### config.mk
export PLATFORM = sky130hd
export DESIGN_NAME = booth16_multiple_gen
export DESIGN_NICKNAME = d
export VERILOG_FILES = /design/src/rtl/mul_pkg.sv /design/src/rtl/booth16_addsub.sv /design/src/rtl/booth16_multiple_gen.sv
export SDC_FILE = /design/constraint.sdc
export NUM_CORES = 1
export LEC_CHECK = 0
export CAP_MARGIN = 10
export CORE_ASPECT_RATIO = 1.4
export CORE_MARGIN = 2
export CORE_UTILIZATION = 34
export CTS_CLUSTER_SIZE = 25
export DETAILED_ROUTE_END_ITERATION = 10
export PLACE_DENSITY_LB_ADDON = 0.25
export RECOVER_POWER = 100
export SLEW_MARGIN = 10
export SYNTH_ARGS = -nofsm -noshare
export SYNTH_HDL_FRONTEND = slang
export SYNTH_SLANG_ARGS = --single-unit
### constraint.sdc
create_clock -name clk -period 4.9 [get_ports clk]
set_clock_uncertainty 0.2 [all_clocks]
set_input_delay 1.225 -clock clk [delete_from_list [all_inputs] [get_ports clk]]
set_output_delay 1.225 -clock clk [all_outputs]
set_load 0.03 [all_outputs]
### src/rtl/mul_pkg.sv
// Shared types and helpers for the radix-16 Booth multiplier blocks.
// Multiple width grows by 3 bits for 8M plus one sign bit.
package mul_pkg;

  typedef enum logic [2:0] {
    IDLE,
    CALC3,
    CALC5,
    CALC7,
    READY
  } booth16_mg_state_t;

  localparam int BOOTH16_GROWTH_BITS = 4;

  function automatic int booth16_mw(int w);
    return w + BOOTH16_GROWTH_BITS;
  endfunction

endpackage

### src/rtl/booth16_addsub.sv
// Combinational W-bit wrap-around adder/subtractor: sum = sub ? a - b : a + b.
// Zero latency; no flow control.
module booth16_addsub #(
  parameter int W = 12
) (
  input  logic [W-1:0] a,
  input  logic [W-1:0] b,
  input  logic         sub,
  output logic [W-1:0] sum
);

  assign sum = sub ? (a - b) : (a + b);

endmodule

### src/rtl/booth16_multiple_gen.sv
// Captures a multiplicand and precomputes the hard multiples 3M/5M/7M on one adder.
// Accept at t -> out_valid at t+4; new operands are refused while computing.
module booth16_multiple_gen
  import mul_pkg::*;
#(
  parameter  int WIDTH = 8,
  localparam int MW    = booth16_mw(WIDTH)
) (
  input  logic             clk,
  input  logic             rst,
  input  logic             in_valid,
  output logic             in_ready,
  input  logic             in_signed,
  input  logic [WIDTH-1:0] din,
  input  logic             clear,
  // "release" is a reserved word in SystemVerilog, hence the suffix
  input  logic             release_i,
  output logic             out_valid,
  output logic [MW-1:0]    mult_1,
  output logic [MW-1:0]    mult_2,
  output logic [MW-1:0]    mult_3,
  output logic [MW-1:0]    mult_4,
  output logic [MW-1:0]    mult_5,
  output logic [MW-1:0]    mult_6,
  output logic [MW-1:0]    mult_7,
  output logic [MW-1:0]    mult_8
);

  booth16_mg_state_t state_q;
  logic [MW-1:0]     m_q;
  logic [MW-1:0]     m3_q;
  logic [MW-1:0]     m5_q;
  logic [MW-1:0]     m7_q;
  logic              out_valid_q;
  logic              in_ready_q;

  logic [MW-1:0]     m_ext_d;
  logic [MW-1:0]     add_a;
  logic [MW-1:0]     add_b;
  logic              add_sub;
  logic [MW-1:0]     add_sum;

  assign m_ext_d = in_signed ? {{(MW-WIDTH){din[WIDTH-1]}}, din}
                             : {{(MW-WIDTH){1'b0}}, din};

  always_comb begin
    add_a   = m_q;
    add_b   = m_q << 1;
    add_sub = 1'b0;
    unique case (state_q)
      CALC5: add_b = m_q << 2;
      CALC7: begin
        add_a   = m_q << 3;
        add_b   = m_q;
        add_sub = 1'b1;
      end
      default: ;
    endcase
  end

  booth16_addsub #(.W(MW)) u_addsub (
    .a   (add_a),
    .b   (add_b),
    .sub (add_sub),
    .sum (add_sum)
  );

  // clear only moves the FSM; captured values stay so a held result is not disturbed
  always_ff @(posedge clk) begin
    if (rst) begin
      state_q     <= IDLE;
      m_q         <= '0;
      m3_q        <= '0;
      m5_q        <= '0;
      m7_q        <= '0;
      out_valid_q <= 1'b0;
      in_ready_q  <= 1'b1;
    end else if (clear) begin
      state_q     <= IDLE;
      out_valid_q <= 1'b0;
      in_ready_q  <= 1'b1;
    end else begin
      unique case (state_q)
        IDLE, READY: begin
          if (in_valid) begin
            m_q         <= m_ext_d;
            state_q     <= CALC3;
            out_valid_q <= 1'b0;
            in_ready_q  <= 1'b0;
          end else if (release_i && (state_q == READY)) begin
            state_q     <= IDLE;
            out_valid_q <= 1'b0;
            in_ready_q  <= 1'b1;
          end
        end
        CALC3: begin
          m3_q    <= add_sum;
          state_q <= CALC5;
        end
        CALC5: begin
          m5_q    <= add_sum;
          state_q <= CALC7;
        end
        CALC7: begin
          m7_q        <= add_sum;
          state_q     <= READY;
          out_valid_q <= 1'b1;
          in_ready_q  <= 1'b1;
        end
        default: begin
          state_q     <= IDLE;
          out_valid_q <= 1'b0;
          in_ready_q  <= 1'b1;
        end
      endcase
    end
  end

  assign in_ready  = in_ready_q;
  assign out_valid = out_valid_q;

  assign mult_1 = m_q;
  assign mult_2 = m_q << 1;
  assign mult_3 = m3_q;
  assign mult_4 = m_q << 2;
  assign mult_5 = m5_q;
  assign mult_6 = m3_q << 1;
  assign mult_7 = m7_q;
  assign mult_8 = m_q << 3;

endmodule

==> results by group, run 1 <==
Timing
  – Pins over their slew limit: 0
  – Final Hold Vio Count: 0
  – Tcrit/Tclk final: 0.886
  – Worst slew pin tran: 1.37 ns
  – Relative slew slack: 0.0721
  – Fin Setup TNS: 0 ns
  – Fin crit period: 4.34 ns
  – Unrepaired setup endpoints after global routing: no
  – Final number of setup-violating endpoints: 0
  – Fmax: 0.230 GHz
  – Hold_ws: 0.251 ns

Synthesis
  – Post-synthesis cell count: 453
  – Post-synth cell types: 58
  – Sequential area share after synthesis: 0.292
  – FF+latch count, synth: 50
  – Synth warn: 0
  – Ys async rst share: 0
  – Post-Syn Area: 0.00343 mm^2
  – Mean post-synth cell area: 7.58 um^2
  – Number of synthesized flops with an enable pin: 0
  – Most used DFF post-synth: dfxtp_1

Final layout
  – Commonest non-fill, non-tap cell in the layout: dlygate4sd3_1
  – # nets final: 519
  – Antenna diode count: 0
  – Fin util: 0.444
  – Share of layout cells above drive strength 1: 0.0549
  – Commonest non-fill, non-tap cells in the layout: dlygate4sd3_1 (93), nand2_1 (92), dfxtp_1 (50), a21oi_1 (48), nor2_1 (24)
  – Post-Layout Inst Area: 0.00437 mm^2
  – Area growth syn-to-layout: 27.2%

Setup path
  – Worst setup EP type: register
  – Crit path DAT: 4.34 ns
  – Crit Reg-Reg Startpoint: state_q[0]
  – CP required: 4.90 ns
  – Flop-to-flop setup slack: 0.56 ns
  – Worst R2R End: mult_5[11]
  – Crit start category: register
  – Critical path class: register to register
  – CP Max Fanout: 22
  – R2R cell count: 13

Routing
  – Post-route ant nets: 0
  – Post-DR vias/cell: 5.03
  – DRC viols: 0
  – Detailed-route via count: 3156
  – Count of TritonRoute iterations in the first routing pass: 4
  – DRT iter0 DRCs: 129
  – WL final: 8.67 mm
  – DR WL/cell: 13.8 um

Clock network
  – CTS Hold Bufs: 0
  – Clk sinks: 50
  – Worst-Skew Late Latency: 0.30 ns
  – Gates resized, CTS repair: 0
  – CTS tree: yes
  – Num CTS Buffers: 5
  – H-tree depth: 2
  – CTS root buffer: clkbuf_16
  – CTS max path bufs: 2
  – Number of setup buffers added after CTS: 0
  – Worst-path clk slew: 0.06 ns

Pwr
  – Reg power frac: 0.347
  – Combinational fraction of design power: 0.286
  – P_sw: 0.000393 W
  – Pint: 0.000862 W
  – PD cells: 287 mW/mm^2
  – Switching Share: 0.313
  – Maximum vdd drop: 0.000183 V
  – Clock share of power: 0.367
  – Leakage: 1.89 nW

Min path
  – Hold wc startpoint: mult_5[1]
  – Worst hold stages: 2
  – Hold Path Sink: mult_5[1]
  – HP Class: register to register

Floorplanning
  – Row cnt: 43
  – Core Box Area: 0.00985 mm^2
  – Chip width: 88.9 um
  – Die area: 0.0109 mm^2
  – Die height: 123 um
  – IO Count: 112
  – Effective utilization at floorplan: 0.349

Placed design
  – PortBufs: 104
  – DP HPWL: 6.51 mm
  – Gpl congestion: 0.879
  – Placed instance area: 0.00418 mm^2

Global route
  – Largest net degree at the start of global routing: 33
  – First-pass GRT wire length: 13.9 mm
  – Antenna violations before repair: 0
  – Global route total overflow: 0
  – Total GRT Usage: 0.159
  – Number of global-route vias before repair: 2879

Run status
  – Status: finished, final reports clean

Flow run
  – Max cap viols: 0
## worst max path at each step
stage	from	slack, ns	end
4_1_cts	state_q[1]	0.60	mult_5[11]
3_3_place_gp	state_q[1]	0.83	mult_5[11]
5_1_grt	state_q[1]	0.18	mult_3[11]
2_1_floorplan	state_q[2]	0.98	mult_5[8]
3_5_place_dp	state_q[1]	0.61	mult_5[11]
6_report	state_q[0]	0.56	mult_5[11]
## kinds of logic (layout without fill, tap and decap cells)
logic type | after synthesis | after routing | share of synthesized area
buf+inv | 85 | 118 | 0.153
compound gates | 105 | 105 | 0.195
fa+ha+maj | 14 | 14 | 0.0532
flops | 50 | 50 | 0.292
other cells | 1 | 7 | 0.00109
mux | 6 | 6 | 0.0179
xor+xnor | 13 | 13 | 0.0332
simple gates | 179 | 179 | 0.255
## final cells by class
| type | instances | area (um^2) |
|---|---|---|
| clock inverter | 2 | 60.1 |
| multi-input combinational | 324 | 1920 |
| sequential | 50 | 1000 |
| tap | 135 | 169 |
| timing repair buffer | 109 | 1070 |
| clock buffer | 6 | 139 |
| fill | 987 | 5480 |
| inverter | 1 | 3.75 |
## flip-flops by register name, summed over array words and instances, names as in the netlist
signal	cells
state_q	3
mult_3	12
mult_1	9
mult_5	12
mult_7	12
out_valid	1
in_ready	1
## power groups by stage
stage	combinational, W	sequential (W)	clock, W
6_report	0.000359	0.000436	0.000460
5_1_grt	0.000392	0.000439	0.000483
4_1_cts	0.000372	0.000437	0.000469
3_5_place_dp	0.000370	0.000446	0
3_3_place_gp	0.000366	0.000446	0
2_1_floorplan	0.000276	0.000453	0
## cell usage after synthesis (2+ instances only)
library cell | number | area (um^2)
a2111oi_0 | 3 | 26.3
a211o_1 | 4 | 35.0
a211oi_1 | 4 | 30.0
a21o_1 | 6 | 45.0
a21oi_1 | 48 | 240
a311oi_1 | 5 | 43.8
a31o_2 | 3 | 26.3
a31oi_1 | 5 | 31.3
and2_1 | 2 | 12.5
and3_1 | 2 | 12.5
buf_2 | 2 | 10.0
buf_4 | 54 | 405
clkbuf_1 | 27 | 101
dfxtp_1 | 50 | 1000
ha_1 | 13 | 163
mux2i_1 | 5 | 50.1
nand2_1 | 92 | 345
nand2b_1 | 5 | 31.3
nand3_1 | 3 | 15.0
nand3b_1 | 9 | 67.6
nand4_1 | 4 | 25.0
nor2_1 | 24 | 90.1
nor2b_1 | 2 | 12.5
nor3_1 | 8 | 40.0
nor3b_1 | 7 | 52.6
nor4_1 | 6 | 37.5
nor4b_1 | 2 | 17.5
o21a_1 | 2 | 15.0
o21ai_0 | 11 | 55.1
or2_2 | 5 | 31.3
or3_1 | 2 | 12.5
xnor2_1 | 8 | 70.1
xor2_1 | 5 | 43.8
## per-layer routing
layer	wire length, um	global-route usage	vias up
li1	-	-	1593
met5	0	0	-
met1	3720	0.196	1438
met4	189	0.0606	0
met3	507	0.0267	14
met2	4260	0.275	111
## metrics by stage
step | cells | setup WS [ns] | power (W)
after floorplan | 459 | 0.981 | 0.000729
after global placement | 619 | 0.827 | 0.000813
after detailed placement | 619 | 0.609 | 0.000816
after CTS | 627 | 0.605 | 0.00128
after global routing | 627 | 0.177 | 0.00131
final | 627 | 0.559 | 0.00125
## critical path, stage by stage, from the launching register on
cell	delay, ns
dfxtp_1	0.85
mux2_2	0.41
mux2i_1	0.21
and3_2	0.23
a31oi_1	0.14
a2111oi_0	0.43
a31oi_1	0.08
ha_1	0.46
nand3_1	0.13
o2bb2ai_1	0.20
o31a_1	0.15
a41oi_1	0.07
or3_1	0.41
a311oi_1	0.26
Power figures use the tool's default switching activity.
==> run 2: changes to the inputs <==
Settings changed: CORE_UTILIZATION 34 to 47, SKIP_CTS_REPAIR_TIMING from default to 1.
==> results by group, run 2 (synthesized netlist as in run 1, its figures left out) <==
Timing
  – Fmax: 0.232 GHz (was 0.230 GHz)
  – Relative slew slack: 0.0500 (was 0.0721)
  – Pins over their slew limit: 0 (unchanged)
  – Final number of setup-violating endpoints: 0 (unchanged)
  – Final Hold Vio Count: 0 (unchanged)
  – Fin crit period: 4.31 ns (was 4.34 ns)
  – Worst slew pin tran: 1.41 ns (was 1.37 ns)
  – Fin Setup TNS: 0 ns (unchanged)
  – PnR worst setup slack: 0.592 ns (was 0.559 ns)
  – Tcrit/Tclk final: 0.879 (was 0.886)
  – Unrepaired setup endpoints after global routing: no (unchanged)

Setup path
  – Flop-to-flop setup slack: 0.59 ns (was 0.56 ns)
  – Crit path buffers/inverters: 0 (unchanged)
  – CP endpoint: mult_3[11] (was mult_5[11])
  – Worst R2R End: mult_3[11] (was mult_5[11])
  – Worst stage delay on the critical path: 0.86 ns (was 0.85 ns)
  – R2R cell count: 13 (unchanged)
  – Crit Reg-Reg Startpoint: state_q[0] (unchanged)
  – Slowest CP cell: dfxtp_1 (unchanged)
  – CP most frequent cell: a31oi_1 (unchanged)
  – Crit. path cell count: 13 (unchanged)
  – Crit path launch: state_q[0] (unchanged)
  – Critical path class: register to register (unchanged)
  – Crit path DAT: 4.33 ns (was 4.34 ns)
  – Worst setup EP type: register (unchanged)
  – Worst path top cell family by delay: compound AO/OA/AOI/OAI gates (unchanged)
  – CP Max Fanout: 22 (unchanged)
  – CP required: 4.92 ns (was 4.90 ns)
  – Cells along the critical path: mux2_2, mux2i_1, and3_2, a31oi_1, a2111oi_0, a31oi_1, ha_1, nand3_1, o2bb2ai_1, o31a_1, a41oi_1, or3_1, a311oi_1 (unchanged)
  – Crit start category: register (unchanged)

Final layout
  – Area growth syn-to-layout: 23.1% (was 27.2%)
  – Commonest non-fill, non-tap cell in the layout: dlygate4sd3_1 (unchanged)
  – Antenna diode count: 0 (unchanged)
  – Post-Layout Inst Area: 0.00423 mm^2 (was 0.00437 mm^2)
  – Commonest non-fill, non-tap cells in the layout: dlygate4sd3_1 (93), nand2_1 (92), dfxtp_1 (50), a21oi_1 (48), nor2_1 (24) (unchanged)
  – Share of layout cells above drive strength 1: 0.0528 (was 0.0549)
  – Fin util: 0.602 (was 0.444)
  – # nets final: 519 (unchanged)

Clock network
  – CTS root buffer: clkbuf_8 (was clkbuf_16)
  – Clk sinks: 50 (unchanged)
  – CTS max path bufs: 2 (unchanged)
  – H-tree depth: 2 (unchanged)
  – CTS tree: yes (unchanged)
  – Worst-path clk slew: 0.10 ns (was 0.06 ns)
  – Worst-Skew Late Latency: 0.30 ns (about the same)
  – Num CTS Buffers: 5 (unchanged)

Placed design
  – Placed instance area: 0.00413 mm^2 (was 0.00418 mm^2)
  – PortBufs: 104 (unchanged)
  – DP HPWL: 6.20 mm (was 6.51 mm)
  – Dpl ws: 0.738 ns (was 0.609 ns)
  – Gpl congestion: 0.857 (was 0.879)

Routing
  – Count of TritonRoute iterations in the first routing pass: 4 (unchanged)
  – DR WL/cell: 13.9 um (was 13.8 um)
  – DRC viols: 0 (unchanged)
  – Post-route ant nets: 0 (unchanged)
  – WL final: 8.18 mm (was 8.67 mm)
  – Post-DR vias/cell: 5.33 (was 5.03)
  – Detailed-route via count: 3126 (was 3156)
  – DRT iter0 DRCs: 151 (was 129)

Pwr
  – Combinational fraction of design power: 0.327 (was 0.286)
  – Switching Share: 0.346 (was 0.313)
  – Leakage: 1.85 nW (was 1.89 nW)
  – Maximum vdd drop: 0.000151 V (was 0.000183 V)
  – Pint: 0.000707 W (was 0.000862 W)
  – Reg power frac: 0.403 (was 0.347)
  – Total power: 0.00108 W (was 0.00125 W)
  – Clock share of power: 0.270 (was 0.367)
  – P_sw: 0.000374 W (was 0.000393 W)
  – PD cells: 256 mW/mm^2 (was 287 mW/mm^2)

Min path
  – Hold wc startpoint: mult_5[0] (was mult_5[1])
  – HP Class: register to register (unchanged)

Floorplanning
  – Effective utilization at floorplan: 0.489 (was 0.349)
  – Row cnt: 36 (was 43)
  – IO Count: 112 (unchanged)
  – Die height: 105 um (was 123 um)
  – Chip width: 76.2 um (was 88.9 um)
  – Die area: 0.00801 mm^2 (was 0.0109 mm^2)
  – Core Box Area: 0.00703 mm^2 (was 0.00985 mm^2)

Global route
  – First-pass GRT wire length: 12.8 mm (was 13.9 mm)
  – Antenna violations before repair: 0 (unchanged)
  – Global route total overflow: 0 (unchanged)
  – Total GRT Usage: 0.190 (was 0.159)
  – Largest net degree at the start of global routing: 33 (unchanged)
  – Number of global-route vias before repair: 2844 (was 2879)

Run status
  – Status: finished, final reports clean (unchanged)

Flow run
  – Max cap viols: 0 (unchanged)
run 2: cell types whose count changed in the layout (fill, tap and decap cells not counted), sizes merged:
cell      change
clkinvlp      +1
bufinv        -1
run 2: cell type report:
type	instances	area, um^2
Inverter	1	3.75
Fill cell	695	2800
Clock inverter	2	37.5
Tap cell	95	119
Timing Repair Buffer	109	1070
Clock buffer	6	72.6
Multi-Input combinational cell	324	1920
Sequential cell	50	1000
run 2: power by group through the flow:
stage | sequential, W | clock, W | combinational, W
after floorplan | 0.000453 | 0 | 0.000276
after global placement | 0.000445 | 0 | 0.000359
after CTS | 0.000437 | 0.000297 | 0.000366
after detailed placement | 0.000446 | 0 | 0.000364
after global routing | 0.000438 | 0.000309 | 0.000383
final | 0.000435 | 0.000292 | 0.000354
run 2: worst min path at each step:
stage                       to  slack (ns)  cells past startpoint
finish               mult_5[0]        0.26                      2
global placement     mult_5[3]        0.24                      2
CTS                  mult_5[6]        0.26                      2
global route         mult_7[6]        0.29                      2
floorplan           state_q[1]        0.33                      2
detailed placement   mult_5[6]        0.25                      2
run 2: stage by stage:
stage	std cells	hold WS [ns]
floorplan	459	0.332
global placement	579	0.245
detailed placement	579	0.248
CTS	587	0.261
global route	587	0.285
finish	587	0.256
run 2: routing by layer:
metal,track usage,share of wire
met1,0.209,0.41
met2,0.363,0.53
met3,0.0294,0.045
met4,0.0701,0.015
met5,0,0
run 2: worst register-to-register path: stages (launching register included):
cell and delay (ns):
dfxtp_1 0.86, mux2_2 0.41, mux2i_1 0.20, and3_2 0.24, a31oi_1 0.12, a2111oi_0 0.46, a31oi_1 0.11, ha_1 0.43
nand3_1 0.11, o2bb2ai_1 0.21, o31a_1 0.15, a41oi_1 0.07, or3_1 0.41, a311oi_1 0.25
==> run 3: changes to the inputs <==
--- a/config.mk
+++ b/config.mk
@@ -10,4 +10,5 @@
 export CORE_MARGIN = 2
 export CORE_UTILIZATION = 47
+export CTS_CLUSTER_DIAMETER = 30
 export CTS_CLUSTER_SIZE = 25
 export DETAILED_ROUTE_END_ITERATION = 10
==> constraint.sdc (replaced) <==
create_clock -name clk -period 4.9 [get_ports clk]
set_clock_uncertainty 0.2 [all_clocks]
set_input_delay 1.47 -clock clk [delete_from_list [all_inputs] [get_ports clk]]
set_output_delay 1.47 -clock clk [all_outputs]
set_load 0.03 [all_outputs]
==> results of run 3 <==
The final DEF is identical to that of run 2; final timing and power are the same.
